$ cat config.mk
export PLATFORM = sky130hd
export DESIGN_NAME = core_hazard_scoreboard
export DESIGN_NICKNAME = d
export VERILOG_FILES = /design/src/rtl/core_hazard_scoreboard_pkg.sv /design/src/rtl/core_hazard_scoreboard_fwd_sel.sv /design/src/rtl/core_hazard_scoreboard.sv
export SDC_FILE = /design/constraint.sdc
export NUM_CORES = 1
export LEC_CHECK = 0
export CAP_MARGIN = 20
export CORE_MARGIN = 5
export CORE_UTILIZATION = 49
export CTS_CLUSTER_DIAMETER = 120
export CTS_CLUSTER_SIZE = 30
export DETAILED_ROUTE_END_ITERATION = 10
export PLACE_DENSITY = 0.82
export RECOVER_POWER = 50
export SYNTH_ARGS = -nofsm -noshare
export SYNTH_HDL_FRONTEND = slang
export SYNTH_SLANG_ARGS = --single-unit
$ cat constraint.sdc
create_clock -name CLK -period 5.25 [get_ports CLK]
set_clock_uncertainty 0.15 [all_clocks]
set_input_delay 1.05 -clock CLK [delete_from_list [all_inputs] [get_ports CLK]]
set_output_delay 1.05 -clock CLK [all_outputs]
set_load 0.03 [all_outputs]
$ cat src/rtl/core_hazard_scoreboard_pkg.sv
// Shared definitions for the ID-stage hazard/forwarding unit:
// operand source encodings and a constant-width helper.
package core_hazard_scoreboard_pkg;

  // Operand source selected for an ID-stage read.
  typedef enum logic [1:0] {
    FWD_RF  = 2'd0,
    FWD_EX  = 2'd1,
    FWD_MEM = 2'd2,
    FWD_WB  = 2'd3
  } fwd_sel_e;

  // Ceiling log2, never below 1 so derived vectors keep a legal width.
  function automatic int unsigned hz_clog2(input int unsigned value);
    int unsigned w;
    w = 1;
    while ((32'd1 << w) < value) w++;
    return w;
  endfunction

endpackage

$ cat src/rtl/core_hazard_scoreboard_fwd_sel.sv
// Per-operand source resolution: matches one ID source register against the
// EX/MEM/WB producers, picks the youngest, muxes its data and flags a hazard
// the bypass network cannot cover.
module core_fwd_sel
  import core_hazard_scoreboard_pkg::*;
#(
  parameter int unsigned XLEN      = 32,
  parameter int unsigned REGADDR_W = 5,
  parameter int unsigned CNT_W     = 2,
  parameter int unsigned FWD_EN    = 1
) (
  input  logic [REGADDR_W-1:0] rs_i,
  input  logic                 used_i,
  input  logic [XLEN-1:0]      rf_data_i,
  input  logic [CNT_W-1:0]     cnt_i,
  input  logic [REGADDR_W-1:0] ex_rd_i,
  input  logic                 ex_we_i,
  input  logic                 ex_isload_i,
  input  logic [XLEN-1:0]      ex_result_i,
  input  logic [REGADDR_W-1:0] mem_rd_i,
  input  logic                 mem_we_i,
  input  logic                 mem_isload_i,
  input  logic                 mem_load_done_i,
  input  logic [XLEN-1:0]      mem_result_i,
  input  logic [REGADDR_W-1:0] wb_rd_i,
  input  logic                 wb_we_i,
  input  logic [XLEN-1:0]      wb_data_i,
  output logic [1:0]           sel_o,
  output logic [XLEN-1:0]      opnd_o,
  output logic                 stall_o
);

  fwd_sel_e sel;
  logic     active;
  logic     ex_hit;
  logic     mem_hit;
  logic     wb_hit;
  logic     pending;

  assign active  = used_i & (rs_i != '0);
  assign ex_hit  = ex_we_i  & (ex_rd_i  == rs_i);
  assign mem_hit = mem_we_i & (mem_rd_i == rs_i);
  assign wb_hit  = wb_we_i  & (wb_rd_i  == rs_i);
  assign pending = (cnt_i != '0);

  // Youngest-first source priority and the hazard left over after bypassing.
  always_comb begin
    sel     = FWD_RF;
    stall_o = 1'b0;
    if (active) begin
      if (FWD_EN != 0) begin
        if (ex_hit) begin
          sel     = FWD_EX;
          stall_o = ex_isload_i;
        end else if (mem_hit) begin
          sel     = FWD_MEM;
          stall_o = mem_isload_i & ~mem_load_done_i;
        end else if (wb_hit) begin
          sel     = FWD_WB;
        end else begin
          stall_o = pending;
        end
      end else begin
        // Last outstanding writer committing this cycle writes through the RF.
        stall_o = pending & ~(wb_hit & (cnt_i == CNT_W'(1)));
      end
    end
  end

  // Operand data mux driven by the resolved source.
  always_comb begin
    unique case (sel)
      FWD_EX:  opnd_o = ex_result_i;
      FWD_MEM: opnd_o = mem_result_i;
      FWD_WB:  opnd_o = wb_data_i;
      default: opnd_o = rf_data_i;
    endcase
  end

  assign sel_o = sel;

endmodule

$ cat src/rtl/core_hazard_scoreboard.sv
// ID-stage hazard/forwarding unit: per-register in-flight writer counters,
// outstanding-load counter, operand source selection and the ID stall.
module core_hazard_scoreboard
  import core_hazard_scoreboard_pkg::*;
#(
  parameter int unsigned XLEN      = 32,
  parameter int unsigned NREGS     = 32,
  parameter int unsigned CNT_W     = 2,
  parameter int unsigned MAX_LOADS = 2,
  parameter int unsigned FWD_EN    = 1,
  localparam int unsigned REGADDR_W = hz_clog2(NREGS)
) (
  input  logic                 CLK,
  input  logic                 RST,
  input  logic                 ID_VALID,
  input  logic [REGADDR_W-1:0] ID_RS1,
  input  logic [REGADDR_W-1:0] ID_RS2,
  input  logic                 ID_RS1_USED,
  input  logic                 ID_RS2_USED,
  input  logic [REGADDR_W-1:0] ID_RD,
  input  logic                 ID_RD_WE,
  input  logic                 ID_ISLOAD,
  input  logic [XLEN-1:0]      RF_RDATA1,
  input  logic [XLEN-1:0]      RF_RDATA2,
  input  logic [REGADDR_W-1:0] EX_RD,
  input  logic                 EX_RD_WE,
  input  logic                 EX_ISLOAD,
  input  logic [XLEN-1:0]      EX_RESULT,
  input  logic [REGADDR_W-1:0] MEM_RD,
  input  logic                 MEM_RD_WE,
  input  logic                 MEM_ISLOAD,
  input  logic [XLEN-1:0]      MEM_RESULT,
  input  logic                 MEM_LOAD_DONE,
  input  logic [REGADDR_W-1:0] WB_RD,
  input  logic                 WB_WE,
  input  logic [XLEN-1:0]      WB_DATA,
  input  logic                 FLUSH_EX,
  input  logic [REGADDR_W-1:0] FLUSH_EX_RD,
  input  logic                 FLUSH_EX_RD_WE,
  input  logic                 FLUSH_EX_ISLOAD,
  output logic                 STALL_ID,
  output logic                 ISSUE,
  output logic [1:0]           FWD_SEL_RS1,
  output logic [1:0]           FWD_SEL_RS2,
  output logic [XLEN-1:0]      OPND1,
  output logic [XLEN-1:0]      OPND2,
  output logic [31:0]          STALL_CYCLES
);

  localparam int unsigned LD_W = hz_clog2(MAX_LOADS + 1);

  logic [CNT_W-1:0] cnt_q [NREGS];
  logic [CNT_W-1:0] cnt_d [NREGS];
  logic [LD_W-1:0]  load_cnt_q;
  logic [LD_W-1:0]  load_cnt_d;
  logic [31:0]      stall_cycles_q;
  logic [31:0]      stall_cycles_d;

  logic             stall_rs1;
  logic             stall_rs2;
  logic             stall_ld_full;
  logic             stall_sat;
  logic             cnt_uflow;
  logic             uf_r;
  logic [LD_W:0]    ld_up;
  logic [LD_W:0]    ld_dn;
  logic             ld_uflow;

  // Net counter update for one register; clamps at zero and reports underflow.
  function automatic logic [CNT_W-1:0] cnt_step(input logic [CNT_W-1:0] cur,
                                                input logic inc,
                                                input logic dec_a,
                                                input logic dec_b,
                                                output logic uflow);
    logic [CNT_W:0] up;
    logic [CNT_W:0] dn;
    up    = {1'b0, cur} + (CNT_W+1)'(inc);
    dn    = (CNT_W+1)'(dec_a) + (CNT_W+1)'(dec_b);
    uflow = (up < dn);
    return uflow ? '0 : CNT_W'(up - dn);
  endfunction

  core_fwd_sel #(
    .XLEN(XLEN), .REGADDR_W(REGADDR_W), .CNT_W(CNT_W), .FWD_EN(FWD_EN)
  ) u_fwd_rs1 (
    .rs_i(ID_RS1), .used_i(ID_RS1_USED), .rf_data_i(RF_RDATA1), .cnt_i(cnt_q[ID_RS1]),
    .ex_rd_i(EX_RD), .ex_we_i(EX_RD_WE), .ex_isload_i(EX_ISLOAD), .ex_result_i(EX_RESULT),
    .mem_rd_i(MEM_RD), .mem_we_i(MEM_RD_WE), .mem_isload_i(MEM_ISLOAD),
    .mem_load_done_i(MEM_LOAD_DONE), .mem_result_i(MEM_RESULT),
    .wb_rd_i(WB_RD), .wb_we_i(WB_WE), .wb_data_i(WB_DATA),
    .sel_o(FWD_SEL_RS1), .opnd_o(OPND1), .stall_o(stall_rs1)
  );

  core_fwd_sel #(
    .XLEN(XLEN), .REGADDR_W(REGADDR_W), .CNT_W(CNT_W), .FWD_EN(FWD_EN)
  ) u_fwd_rs2 (
    .rs_i(ID_RS2), .used_i(ID_RS2_USED), .rf_data_i(RF_RDATA2), .cnt_i(cnt_q[ID_RS2]),
    .ex_rd_i(EX_RD), .ex_we_i(EX_RD_WE), .ex_isload_i(EX_ISLOAD), .ex_result_i(EX_RESULT),
    .mem_rd_i(MEM_RD), .mem_we_i(MEM_RD_WE), .mem_isload_i(MEM_ISLOAD),
    .mem_load_done_i(MEM_LOAD_DONE), .mem_result_i(MEM_RESULT),
    .wb_rd_i(WB_RD), .wb_we_i(WB_WE), .wb_data_i(WB_DATA),
    .sel_o(FWD_SEL_RS2), .opnd_o(OPND2), .stall_o(stall_rs2)
  );

  assign stall_ld_full = ID_ISLOAD & (load_cnt_q == LD_W'(MAX_LOADS));
  assign stall_sat     = ID_RD_WE & (ID_RD != '0) & (cnt_q[ID_RD] == '1);
  assign STALL_ID      = ID_VALID & (stall_rs1 | stall_rs2 | stall_ld_full | stall_sat);
  assign ISSUE         = ID_VALID & ~STALL_ID;
  assign STALL_CYCLES  = stall_cycles_q;

  // Per-register writer counters; x0 is never tracked.
  always_comb begin
    cnt_uflow = 1'b0;
    uf_r      = 1'b0;
    cnt_d[0]  = '0;
    for (int unsigned r = 1; r < NREGS; r++) begin
      cnt_d[r] = cnt_step(cnt_q[r],
                          ISSUE & ID_RD_WE & (ID_RD == REGADDR_W'(r)),
                          WB_WE & (WB_RD == REGADDR_W'(r)),
                          FLUSH_EX & FLUSH_EX_RD_WE & (FLUSH_EX_RD == REGADDR_W'(r)),
                          uf_r);
      cnt_uflow = cnt_uflow | uf_r;
    end
  end

  // Outstanding-load counter and saturating stall-cycle counter.
  always_comb begin
    ld_up          = {1'b0, load_cnt_q} + (LD_W+1)'(ISSUE & ID_ISLOAD);
    ld_dn          = (LD_W+1)'(MEM_LOAD_DONE) + (LD_W+1)'(FLUSH_EX & FLUSH_EX_ISLOAD);
    ld_uflow       = (ld_up < ld_dn);
    load_cnt_d     = ld_uflow ? '0 : LD_W'(ld_up - ld_dn);
    stall_cycles_d = stall_cycles_q;
    if (STALL_ID && (stall_cycles_q != '1)) stall_cycles_d = stall_cycles_q + 32'd1;
  end

  // State registers with synchronous reset.
  always_ff @(posedge CLK) begin
    if (RST) begin
      for (int unsigned r = 0; r < NREGS; r++) cnt_q[r] <= '0;
      load_cnt_q     <= '0;
      stall_cycles_q <= '0;
    end else begin
      cnt_q          <= cnt_d;
      load_cnt_q     <= load_cnt_d;
      stall_cycles_q <= stall_cycles_d;
    end
  end

  a_cnt_no_underflow:  assert property (@(posedge CLK) disable iff (RST) !cnt_uflow);
  a_load_no_underflow: assert property (@(posedge CLK) disable iff (RST) !ld_uflow);

endmodule

==> parameters.txt <==
Parameter                              Value

Run status
  Run status ... finished, violations left
  Violated checks ... capacitance limit, slew limit

Hold path
  Hold Path Class ... flop to flop

Logic synthesis
  Number of enable flip-flop cells after synthesis ... 0
  Synthesized area per cell ... 8.071 µm²
  Proportion of synthesized flip-flops having asynchronous set or reset ... 0
  Register area share after synthesis ... 0.1833
  Seq cells post-synth ... 96
  Library cells used by synthesis ... 66
  Syn. warnings ... 0
  Net Count, Synth ... 1671
  Netlist area before placement ... 0.01048 mm²
  Predominant post-synthesis flop cell ... dfxtp_1
  Instance count of the mapped netlist ... 1299

Clock tree
  TritonCTS sink count ... between 90 and 100
  TritonCTS clock tree ... built
  Deepest level of the CTS H-tree ... 3
  Number of CTS-inserted buffers ... 9
  Clock slew at the register clock pins of the worst setup and hold paths ... 0.07 ns
  CTS Root Cell ... clkbuf_16
  Clock latency of the later-clocked register in the worst-skew pair ... 0.37 ns
  Maximum root-to-sink buffer count ... 2
  Count of hold-fix buffers inserted at cts ... 0

STA
  Measured slew at the worst slew-check pin ... about 1.8 ns
  Final setup viols ... 0
  Slew Limit Headroom ... -0.2453
  Setup repair after global routing missed its margin ... no
  Final min period ... 5.070 ns
  Hold Fails Final Rpt ... 0
  Fmax achieved ... slightly below 200 MHz
  Tcrit/Tclk final ... 0.9657
  Max-slew violation count ... 7
  Setup TNS ... 0 ns

Global route
  Number of global-route vias before repair ... 10807
  GR Overflow Total ... 0
  Global-route wire length before repair ... between 60000 and 70000 µm
  Number of antenna violations at the first check in global routing ... 7
  Largest net degree at the start of global routing ... between 100 and 150
  GR Util All Layers ... 0.3157

Setup path
  Data required time at the worst endpoint ... 4.05 ns
  Critical path type ... primary input to output port
  Critical path startpoint category ... primary input
  Sort of element at the end of the critical path ... output port
  FF-to-FF End ... load_cnt_q[1]$_SDFF_PP0_
  Worst Setup SP ... ID_RD[0]
  Worst Reg2Reg Path Length in Cells ... 14
  Arrival time of the worst setup path ... 3.87 ns
  Capture point of the critical path ... ISSUE
  Reg-to-Reg Start ... cnt_q[25]$_SDFF_PP0_
  Setup slack on the worst flop-to-flop path ... 1.11 ns
  Largest driver fanout on the critical path ... 18

Floorplanning
  Initial core utilization ... 0.4987
  Horiz. Die Dim ... 156.3 µm
  Count of boundary I/O pins ... 313
  Die H ... 156.3 µm
  Number of placement rows ... 53
  Standard cell core area ... 0.02102 mm²
  Area of the die ... 0.02442 mm²

Place
  Gp weighted congestion ... 1.021
  Detailed Place HPWL ... 32480 µm
  Port Buffers ... 312

Routing
  Pre-Repair DR Iteration Count ... 9
  Number of vias after detailed routing ... about 11000
  Remaining antenna violation count ... 0
  Total detailed-routing wirelength ... 40840 µm
  DR WL/cell ... approximately 22 µm
  Detail-routed via count per cell ... 6.042
  Drt drc ... 0
  First DRT Iteration DRCs ... 1383

Power and ir drop
  Switching share of total power ... 0.3251
  Power Density ... 143.3 mW/mm²
  Share of power burned in combinational logic ... 0.324
  Cell leakage power ... 6.273 nW
  Part of the total power dissipated in sequential elements ... 0.365
  Internal power summed over all cells ... 1.380 mW
  Power after layout ... 2.045 mW
  P_sw ... between 600 and 700 µW
  VDD IR max ... between 100 and 150 µV
  Share of power burned in the clock network ... 0.311

Finish
  Fraction of layout instances using a drive strength above 1 ... 0.1089
  Synth-to-layout area growth ... 36.08%
  Top library cells by usage in the layout, fill and taps aside ... clkdlybuf4s50_1 (208), nor2_1 (163), ha_1 (129)
  Filler cell count ... 1724
  Commonest non-fill, non-tap cell in the layout ... clkdlybuf4s50_1
  Number of nets in the finished design ... 1965

Flow run
  Max-cap check violation count ... 1
[cells by family after synthesis]
family	Yosys count	share of synthesized area
compound gates	212	0.1393
xor+xnor	63	0.05263
fa+ha+maj	161	0.2151
buf+inv	157	0.06421
flops	96	0.1833
mux	64	0.08032
simple gates	546	0.2652
[critical path, stage by stage]
cell,delay [ns]
clkdlybuf4s50_1,0.51
buf_12,0.18
mux4_2,0.51
nor2b_1,0.12
nor3_1,0.06
o221ai_1,0.28
o211ai_1,0.19
a31oi_2,0.20
and2_4,0.19
nand2_2,0.14
buf_4,0.23
inv_1,0.05
buf_4,0.15
[timing repair]
action                     4_1_cts  5_1_grt
setup buffers                    0        2
gates resized for setup          0        3
setup endpoints to repair        0        3
[area by class of cell]
| type | count | area [µm²] | area share |
|---|---|---|---|
| Tap cell | 275 | 344.1 | 0.02412 |
| Clock inverter | 5 | 38.79 | 0.002719 |
| Clock buffer | 11 | 232.7 | 0.01631 |
| Timing Repair Buffer | 362 | 3515 | 0.2464 |
| Antenna cell | 7 | 17.52 | 0.001228 |
| Multi-Input combinational cell | 1046 | 7904 | 0.5540 |
| Sequential cell | 96 | 1922 | 0.1347 |
| Inverter | 78 | 292.8 | 0.02052 |
[power groups by stage]
stage	Sequential, mW	Clock (mW)	Combinational, mW
floorplan	0.761	0	0.319
global placement	0.762	0	0.639
detailed placement	0.763	0	0.647
CTS	0.746	0.648	0.651
global route	0.747	0.677	0.702
finish	0.746	0.637	0.662
[cells in the mapped netlist, drive strengths merged, types with 7 or more instances]
cell type | count | area [µm²]
and4 | 7 | 61.31
dfxtp | 96 | 1922
nor4 | 16 | 100.1
and3 | 16 | 100.1
buf | 29 | 191.4
a222oi | 32 | 320.3
ha | 129 | 1614
nor2b | 19 | 118.9
nor3 | 60 | 305.3
a22oi | 33 | 247.7
nor3b | 54 | 405.4
or3 | 7 | 43.79
xor2 | 56 | 490.5
mux4 | 15 | 337.8
inv | 78 | 292.8
nand2 | 107 | 404.1
mux2 | 11 | 123.9
a21oi | 51 | 255.2
nand2b | 8 | 50.05
mux2i | 38 | 380.4
fa | 32 | 640.6
nand4 | 11 | 75.07
o21ai | 52 | 264.0
nor2 | 166 | 623.1
or4 | 16 | 120.1
clkbuf | 50 | 188.9
o31ai | 14 | 118.9
xnor2 | 7 | 61.31
nand3 | 39 | 195.2
[per-layer routing]
metal / vias to the layer above / global-route usage / wire (µm) / part of all wire
li1: 5253 / - / - / -
met1: 5378 / 0.3904 / 15220 / 0.37
met2: 606 / 0.5256 / 19530 / 0.48
met3: 122 / 0.07190 / 4267 / 0.10
met4: 0 / 0.1409 / 1816 / 0.044
met5: - / 0 / 0 / 0
[state kept, by name, summed over array words and instances (netlist names)]
register,cells
cnt_q,62
STALL_CYCLES,32
load_cnt_q,2
[worst min path at each step]
| stage | startpoint | cells after the start | slack [ns] | endpoint |
|---|---|---|---|---|
| after global routing | STALL_CYCLES[23]$_SDFFE_PP0P_ | 2 | 0.39 | STALL_CYCLES[23]$_SDFFE_PP0P_ |
| final | STALL_CYCLES[12]$_SDFFE_PP0P_ | 2 | 0.36 | STALL_CYCLES[12]$_SDFFE_PP0P_ |
| after CTS | STALL_CYCLES[20]$_SDFFE_PP0P_ | 2 | 0.36 | STALL_CYCLES[20]$_SDFFE_PP0P_ |
| after global placement | STALL_CYCLES[27]$_SDFFE_PP0P_ | 2 | 0.33 | STALL_CYCLES[27]$_SDFFE_PP0P_ |
| after floorplan | STALL_CYCLES[27]$_SDFFE_PP0P_ | 2 | 0.46 | STALL_CYCLES[27]$_SDFFE_PP0P_ |
| after detailed placement | STALL_CYCLES[27]$_SDFFE_PP0P_ | 2 | 0.34 | STALL_CYCLES[27]$_SDFFE_PP0P_ |
[stage by stage]
| stage | std cells | cell area (µm²) | utilization | setup WS [ns] | hold slack, ns |
|---|---|---|---|---|---|
| after floorplan | 1299 | 10480 | - | 0.6285 | 0.4600 |
| after global placement | 1851 | 13910 | 0.6617 | 0.07660 | 0.3297 |
| after detailed placement | 1852 | 13930 | 0.6625 | 0.01054 | 0.3432 |
| after CTS | 1868 | 14200 | 0.6754 | 0.02883 | 0.3593 |
| after global routing | 1880 | 14270 | 0.6787 | 0.04379 | 0.3873 |
| final | 1880 | 14270 | 0.6787 | 0.1800 | 0.3566 |
Note: power is estimated with default switching activity, not from simulation.
==> RTL edit 1, RTL diff (same flow settings) <==
Change the parameter `MAX_LOADS` from 2 to 4.
--- a/src/rtl/core_hazard_scoreboard.sv
+++ b/src/rtl/core_hazard_scoreboard.sv
@@ -6,7 +6,7 @@
   parameter int unsigned XLEN      = 32,
   parameter int unsigned NREGS     = 32,
   parameter int unsigned CNT_W     = 2,
-  parameter int unsigned MAX_LOADS = 2,
+  parameter int unsigned MAX_LOADS = 4,
   parameter int unsigned FWD_EN    = 1,
   localparam int unsigned REGADDR_W = hz_clog2(NREGS)
 ) (
Formal check against the unedited RTL: not equivalent (Yosys sat finds a counterexample within 4 cycles, from zero or initial values and one cycle with RST high).
==> RTL edit 1 against the original RTL <==
Final area grew 5.6%. Power rose by 12%. Sequential power rose by 3.2%. Sequential cell count rose by 1. Worst setup slack got worse by 0.0078 ns. Routed wire length rose by 2.9%. Synthesized area increased by 4.7%. Utilization up 0.77 points. Critical path type unchanged. Largest cell class unchanged. Largest power group is now combinational cells.
==> RTL edit 1: results (changes against the original RTL) <==
vias per cell = 6.08 (+0.68%)
syn nets = 1738 (+4.0%)
register-to-register setup slack = 1.34 ns (+0.23 ns)
Synth area leaders = dfxtp_1 (18%), ha_1 (15%), nor2_1 (8.4%)
Async SR Flop Fraction = 0 (unchanged)
CTS tree = done
CP Launch Point = MEM_RD[3]
Total Wirelength = 42.0 mm (+2.9%)
I/O Buffers = 312 (unchanged)
status = completed
Top reg by flops = cnt_q
sequential element share of the synthesized area = 0.177 (-0.00643)
leakage = 6.68 nW (+6.5%)
routability cong. = 1.02 (-0.34%)
clk root buf = clkbuf_16
fin crit share = 0.967 (+0.00149)
first-pass GRT wire length = 65.3 mm (+7.1%)
post-synth top area share = 0.177 (-0.00643)
worst reg2reg endpoint = cnt_q[24]
cell taking the most area after synthesis = dfxtp_1
count of cell types in the netlist = 70 (+6.1%)
initial DRC count = 1360 (-1.7%)
CTS Buf Count = 9 (unchanged)
Clock transition at path regs = 0.08 ns
crit path max fanout = 31 (+13)
crit path kind = input port to output pin
largest net degree at the start of global routing = 113 (+6.6%)
HPWL after DPL = 33.1 mm (+1.9%)
maximum vdd drop = 157 uV (+11%)
Skew-Pair Late Insertion Delay = 0.37 ns (about the same)
critical path arrival = 3.88 ns (about the same)
number of global-route vias before repair = 11.7k (+8.0%)
Nets = 2035 (+3.6%)
FF-to-FF path depth = 13 (-1)
number of synthesis warnings = 0 (unchanged)
Tightest Pin Transition = 0.751 ns (-1.07 ns)
CP endpoint = OPND2[3]
initial antenna violation count = 8 (+1)
worst-case clock buffer depth = 2 (unchanged)
Place WS = -0.0282 ns (-0.0388 ns)
GRT Total Usage = 0.318 (+0.00222)
Slew Viols, Final = 0 (-7)
share of cells above drive strength 1 = 0.110 (+0.00143)
Initial DRT Pass Iterations = 5 (-4)
H-tree Lvls = 3 (unchanged)
Hold Path Class = flip-flop to flip-flop
R2R Path Start = cnt_q[47]
Post-synth top cells = nor2_1 (246), ha_1 (129), dfxtp_1 (97), inv_1 (74), clkbuf_1 (59)
-- RTL edit 1: cells by family after synthesis --
group,Yosys count,synth area share
AND/OR/NAND/NOR,577,0.271
AO/OA/AOI/OAI,210,0.133
adder cells (fa/ha/maj),161,0.205
XOR/XNOR,63,0.0503
multiplexers,94,0.102
flip-flops,97,0.177
buffers and inverters,164,0.0621
-- RTL edit 1: per-stage QoR --
step	power, mW	area (sq um)	hold WS, ns	TNS (ns)	std cells
after floorplan	1.21	11000	0.376	0	1366
after global placement	1.59	14700	0.334	0	1931
after detailed placement	1.60	14700	0.346	-0.0282	1931
after CTS	2.30	15000	0.357	0	1947
after global routing	2.38	15100	0.376	0	1954
final	2.29	15100	0.350	0	1954
-- RTL edit 1: critical path, stage by stage --
cell and delay [ns]:
clkdlybuf4s50_1 0.51, xor2_1 0.21, nor4_1 0.32, and3_1 0.22, nand2b_2 0.15, buf_12 0.21
buf_4 0.15, mux2_2 0.33, a221oi_1 0.44, nor2_1 0.09, buf_4 0.18
-- RTL edit 1: final cells by class --
type	instances	area (sq um)
multi-input combinational	1105	8380
clock inverter	7	83.8
timing repair buffer	374	3790
tap	280	350
clock buffer	9	225
fill	1771	6890
antenna	6	15.0
sequential	97	1940
inverter	76	285
-- RTL edit 1: repair_timing --
item / 4_1_cts / 5_1_grt
setup endpoints to repair: 2 / 48
gates resized for setup: 2 / 31
buffers inserted: 0 / 0
-- RTL edit 1: power by group --
group          switching, mW  internal (mW)
clock                  0.359          0.341
sequential            0.0181          0.752
combinational          0.439          0.381
-- RTL edit 1: how the worst min path moves through the flow --
| stage | endpoint | cells past startpoint | slack [ns] | startpoint |
|---|---|---|---|---|
| floorplan | load_cnt_q[2] | 2 | 0.38 | load_cnt_q[2] |
| global placement | STALL_CYCLES[29] | 2 | 0.33 | STALL_CYCLES[29] |
| detailed placement | STALL_CYCLES[29] | 2 | 0.35 | STALL_CYCLES[29] |
| CTS | STALL_CYCLES[29] | 2 | 0.36 | STALL_CYCLES[29] |
| global route | STALL_CYCLES[29] | 2 | 0.38 | STALL_CYCLES[29] |
| finish | STALL_CYCLES[29] | 2 | 0.35 | STALL_CYCLES[29] |
-- RTL edit 1: layer usage --
| layer | global-route usage | vias to the layer above | wire length [um] | share of wire |
|---|---|---|---|---|
| met5 | 0 | - | 13 | 0.00031 |
| met4 | 0.128 | 2 | 1900 | 0.045 |
| met3 | 0.0714 | 127 | 3720 | 0.089 |
| met2 | 0.535 | 649 | 19800 | 0.47 |
| met1 | 0.395 | 5652 | 16600 | 0.39 |
| li1 | - | 5456 | - | - |
==> RTL edit 2, RTL diff (config.mk and constraints unchanged) <==
Made on the original files. Compare `load_cnt_q` against `LD_W'(MAX_LOADS)` with >= in place of ==.
--- a/src/rtl/core_hazard_scoreboard.sv
+++ b/src/rtl/core_hazard_scoreboard.sv
@@ -102,7 +102,7 @@
     .sel_o(FWD_SEL_RS2), .opnd_o(OPND2), .stall_o(stall_rs2)
   );
 
-  assign stall_ld_full = ID_ISLOAD & (load_cnt_q == LD_W'(MAX_LOADS));
+  assign stall_ld_full = ID_ISLOAD & (load_cnt_q >= LD_W'(MAX_LOADS));
   assign stall_sat     = ID_RD_WE & (ID_RD != '0) & (cnt_q[ID_RD] == '1);
   assign STALL_ID      = ID_VALID & (stall_rs1 | stall_rs2 | stall_ld_full | stall_sat);
   assign ISSUE         = ID_VALID & ~STALL_ID;
Function: same outputs for any inputs over 4 cycles, from zero or initial values and one cycle with RST high; that may be too few to reach the edited logic, so the function may still have changed.
==> RTL edit 2 against the original RTL <==
Routed wire length decreased by 2.2%. Cell count increased by 4.5%. Clock power increased by 7.7%. First-iteration DRC count decreased by 29%. Sequential cell count unchanged. Sequential share of layout area decreased by 0.18 points. Worst setup slack got worse by 0.011 ns. Synthesized area increased by 1.8%. Power increased by 3.3%. Final area increased by 1.4%. Register-to-register slack improved by 0.13 ns. Non-clock buffer count increased by 5. Sequential power about the same. Largest power group unchanged.
==> RTL edit 2: results (changes against the original RTL) <==
synthesized area per cell = 7.75 sq um (-3.9%)
fraction of area in registers = 0.133 (-0.00183)
sequential element share of the synthesized area = 0.180 (-0.00333)
routability cong. = 0.969 (-5.1%)
Async SR Flop Fraction = 0 (unchanged)
number of global-route vias before repair = 11.3k (+4.1%)
vias per cell = 5.85 (-3.1%)
critical path arrival = 3.88 ns (about the same)
GRT Total Usage = 0.304 (-0.0115)
final non-filler cell total = 1965 (+4.5%)
tap cells = 280 (+1.8%)
max reg flops = 62 (unchanged)
H-tree Lvls = 3 (unchanged)
leakage = 6.54 nW (+4.2%)
status = completed
dpl cell area = 14200 sq um (+1.9%)
initial antenna violation count = 7 (unchanged)
slowest cell delay on critical path = 0.49 ns (-0.02 ns)
dpl cells = 1942 (+4.9%)
Total Wirelength = 40.0 mm (-2.2%)
multi-input gates = 1121 (+7.2%)
Top reg by flops = cnt_q
I/O Buffers = 312 (unchanged)
Post-Synth XOR/XNOR Area = 0.0558 (+0.00315)
inverter count = 78 (unchanged)
first-pass GRT wire length = 60.3 mm (-1.1%)
count of non-CTS buffers in the layout = 367 (+1.4%)
worst-case clock buffer depth = 2 (unchanged)
CTS Sinks = 96 (unchanged)
count of cell types in the netlist = 64 (-3.0%)
number of synthesis warnings = 0 (unchanged)
Skew-Pair Late Insertion Delay = 0.37 ns (about the same)
Top delay family on crit path = buffers and inverters
multi-input gate share of total cell area = 0.563 (+0.00865)
Setup Fix Bufs, Post-CTS = 0 (unchanged)
non-clk buf share = 0.238 (-0.00802)
max_slew headroom = 0.386 (+0.631)
HPWL after DPL = 32.0 mm (-1.5%)
Synth area leaders = dfxtp_1 (18%), ha_1 (15%), nor2_1 (8.5%)
adder-cell share of the synthesized area = 0.211 (-0.00391)
layout clock buffer count = 9 (-2)
Clock transition at path regs = 0.07 ns (about the same)
ClkCell Share = 0.0204 (+0.00139)
post-layout instance area = 14500 sq um (+1.4%)
crit path max fanout = 26 (+8)
clk root buf = clkbuf_16
area fraction in compound gates after synthesis = 0.125 (-0.0146)
maximum vdd drop = 158 uV (+11%)
share of cells above drive strength 1 = 0.0965 (-0.0123)
largest net degree at the start of global routing = 65 (-39%)
initial DRC count = 981 (-29%)
post-synthesis mux area share = 0.0955 (+0.0152)
ant diodes = 7 (unchanged)
# fillers = 1862 (+8.0%)
Post-synth top cells = nor2_1 (241), ha_1 (129), dfxtp_1 (96), nand2_1 (82), inv_1 (76)
Initial DRT Pass Iterations = 5 (-4)
syn nets = 1749 (+4.7%)
RTL edit 2: stage by stage:
step / hold WS (ns) / setup WS, ns
4_1_cts: 0.402 / 0.0641
2_1_floorplan: 0.502 / 0.508
6_report: 0.404 / 0.169
5_1_grt: 0.420 / 0.0271
3_3_place_gp: 0.388 / 0.0464
3_5_place_dp: 0.395 / 0.0621
RTL edit 2: what timing repair did:
action                                  4_1_cts  5_1_grt
resized for setup                             0        8
endpoints found under the hold margin         0        0
endpoints found under the setup margin        0        8
RTL edit 2: metal layers:
| metal | routed length, um | vias to the layer above | global-route usage |
|---|---|---|---|
| met2 | 19400 | 531 | 0.522 |
| met1 | 15200 | 5430 | 0.357 |
| met5 | 0 | - | 0 |
| met4 | 2020 | 0 | 0.169 |
| met3 | 3390 | 137 | 0.0560 |
| li1 | - | 5405 | - |
RTL edit 2: worst register-to-register path, stage by stage, from the launching register on:
cell	delay (ns)
dfxtp_1	0.41
nor2_1	0.13
mux4_2	0.47
and3_1	0.20
or4_4	0.52
nor3_4	0.24
nor4_4	0.06
nand3_2	0.11
or3_1	0.35
nor2_1	0.10
ha_1	0.23
fa_1	0.55
nor3b_1	0.23
nor2_1	0.07
nor3_1	0.12
RTL edit 2: worst paths after layout:
check	start	to	slack, ns	depth (start not counted)
worst min register to register	STALL_CYCLES[28]	STALL_CYCLES[28]	0.40	2
worst min-delay path	STALL_CYCLES[28]	STALL_CYCLES[28]	0.40	2
worst max register to register	cnt_q[35]	cnt_q[6]	1.24	14
worst max-delay path	ID_RS2[0]	OPND2[23]	0.17	13
RTL edit 2: power by group:
group          total (mW)  switching, mW  internal, mW
clock               0.686          0.348         0.337
sequential          0.745        0.00861         0.736
combinational       0.683          0.362         0.321
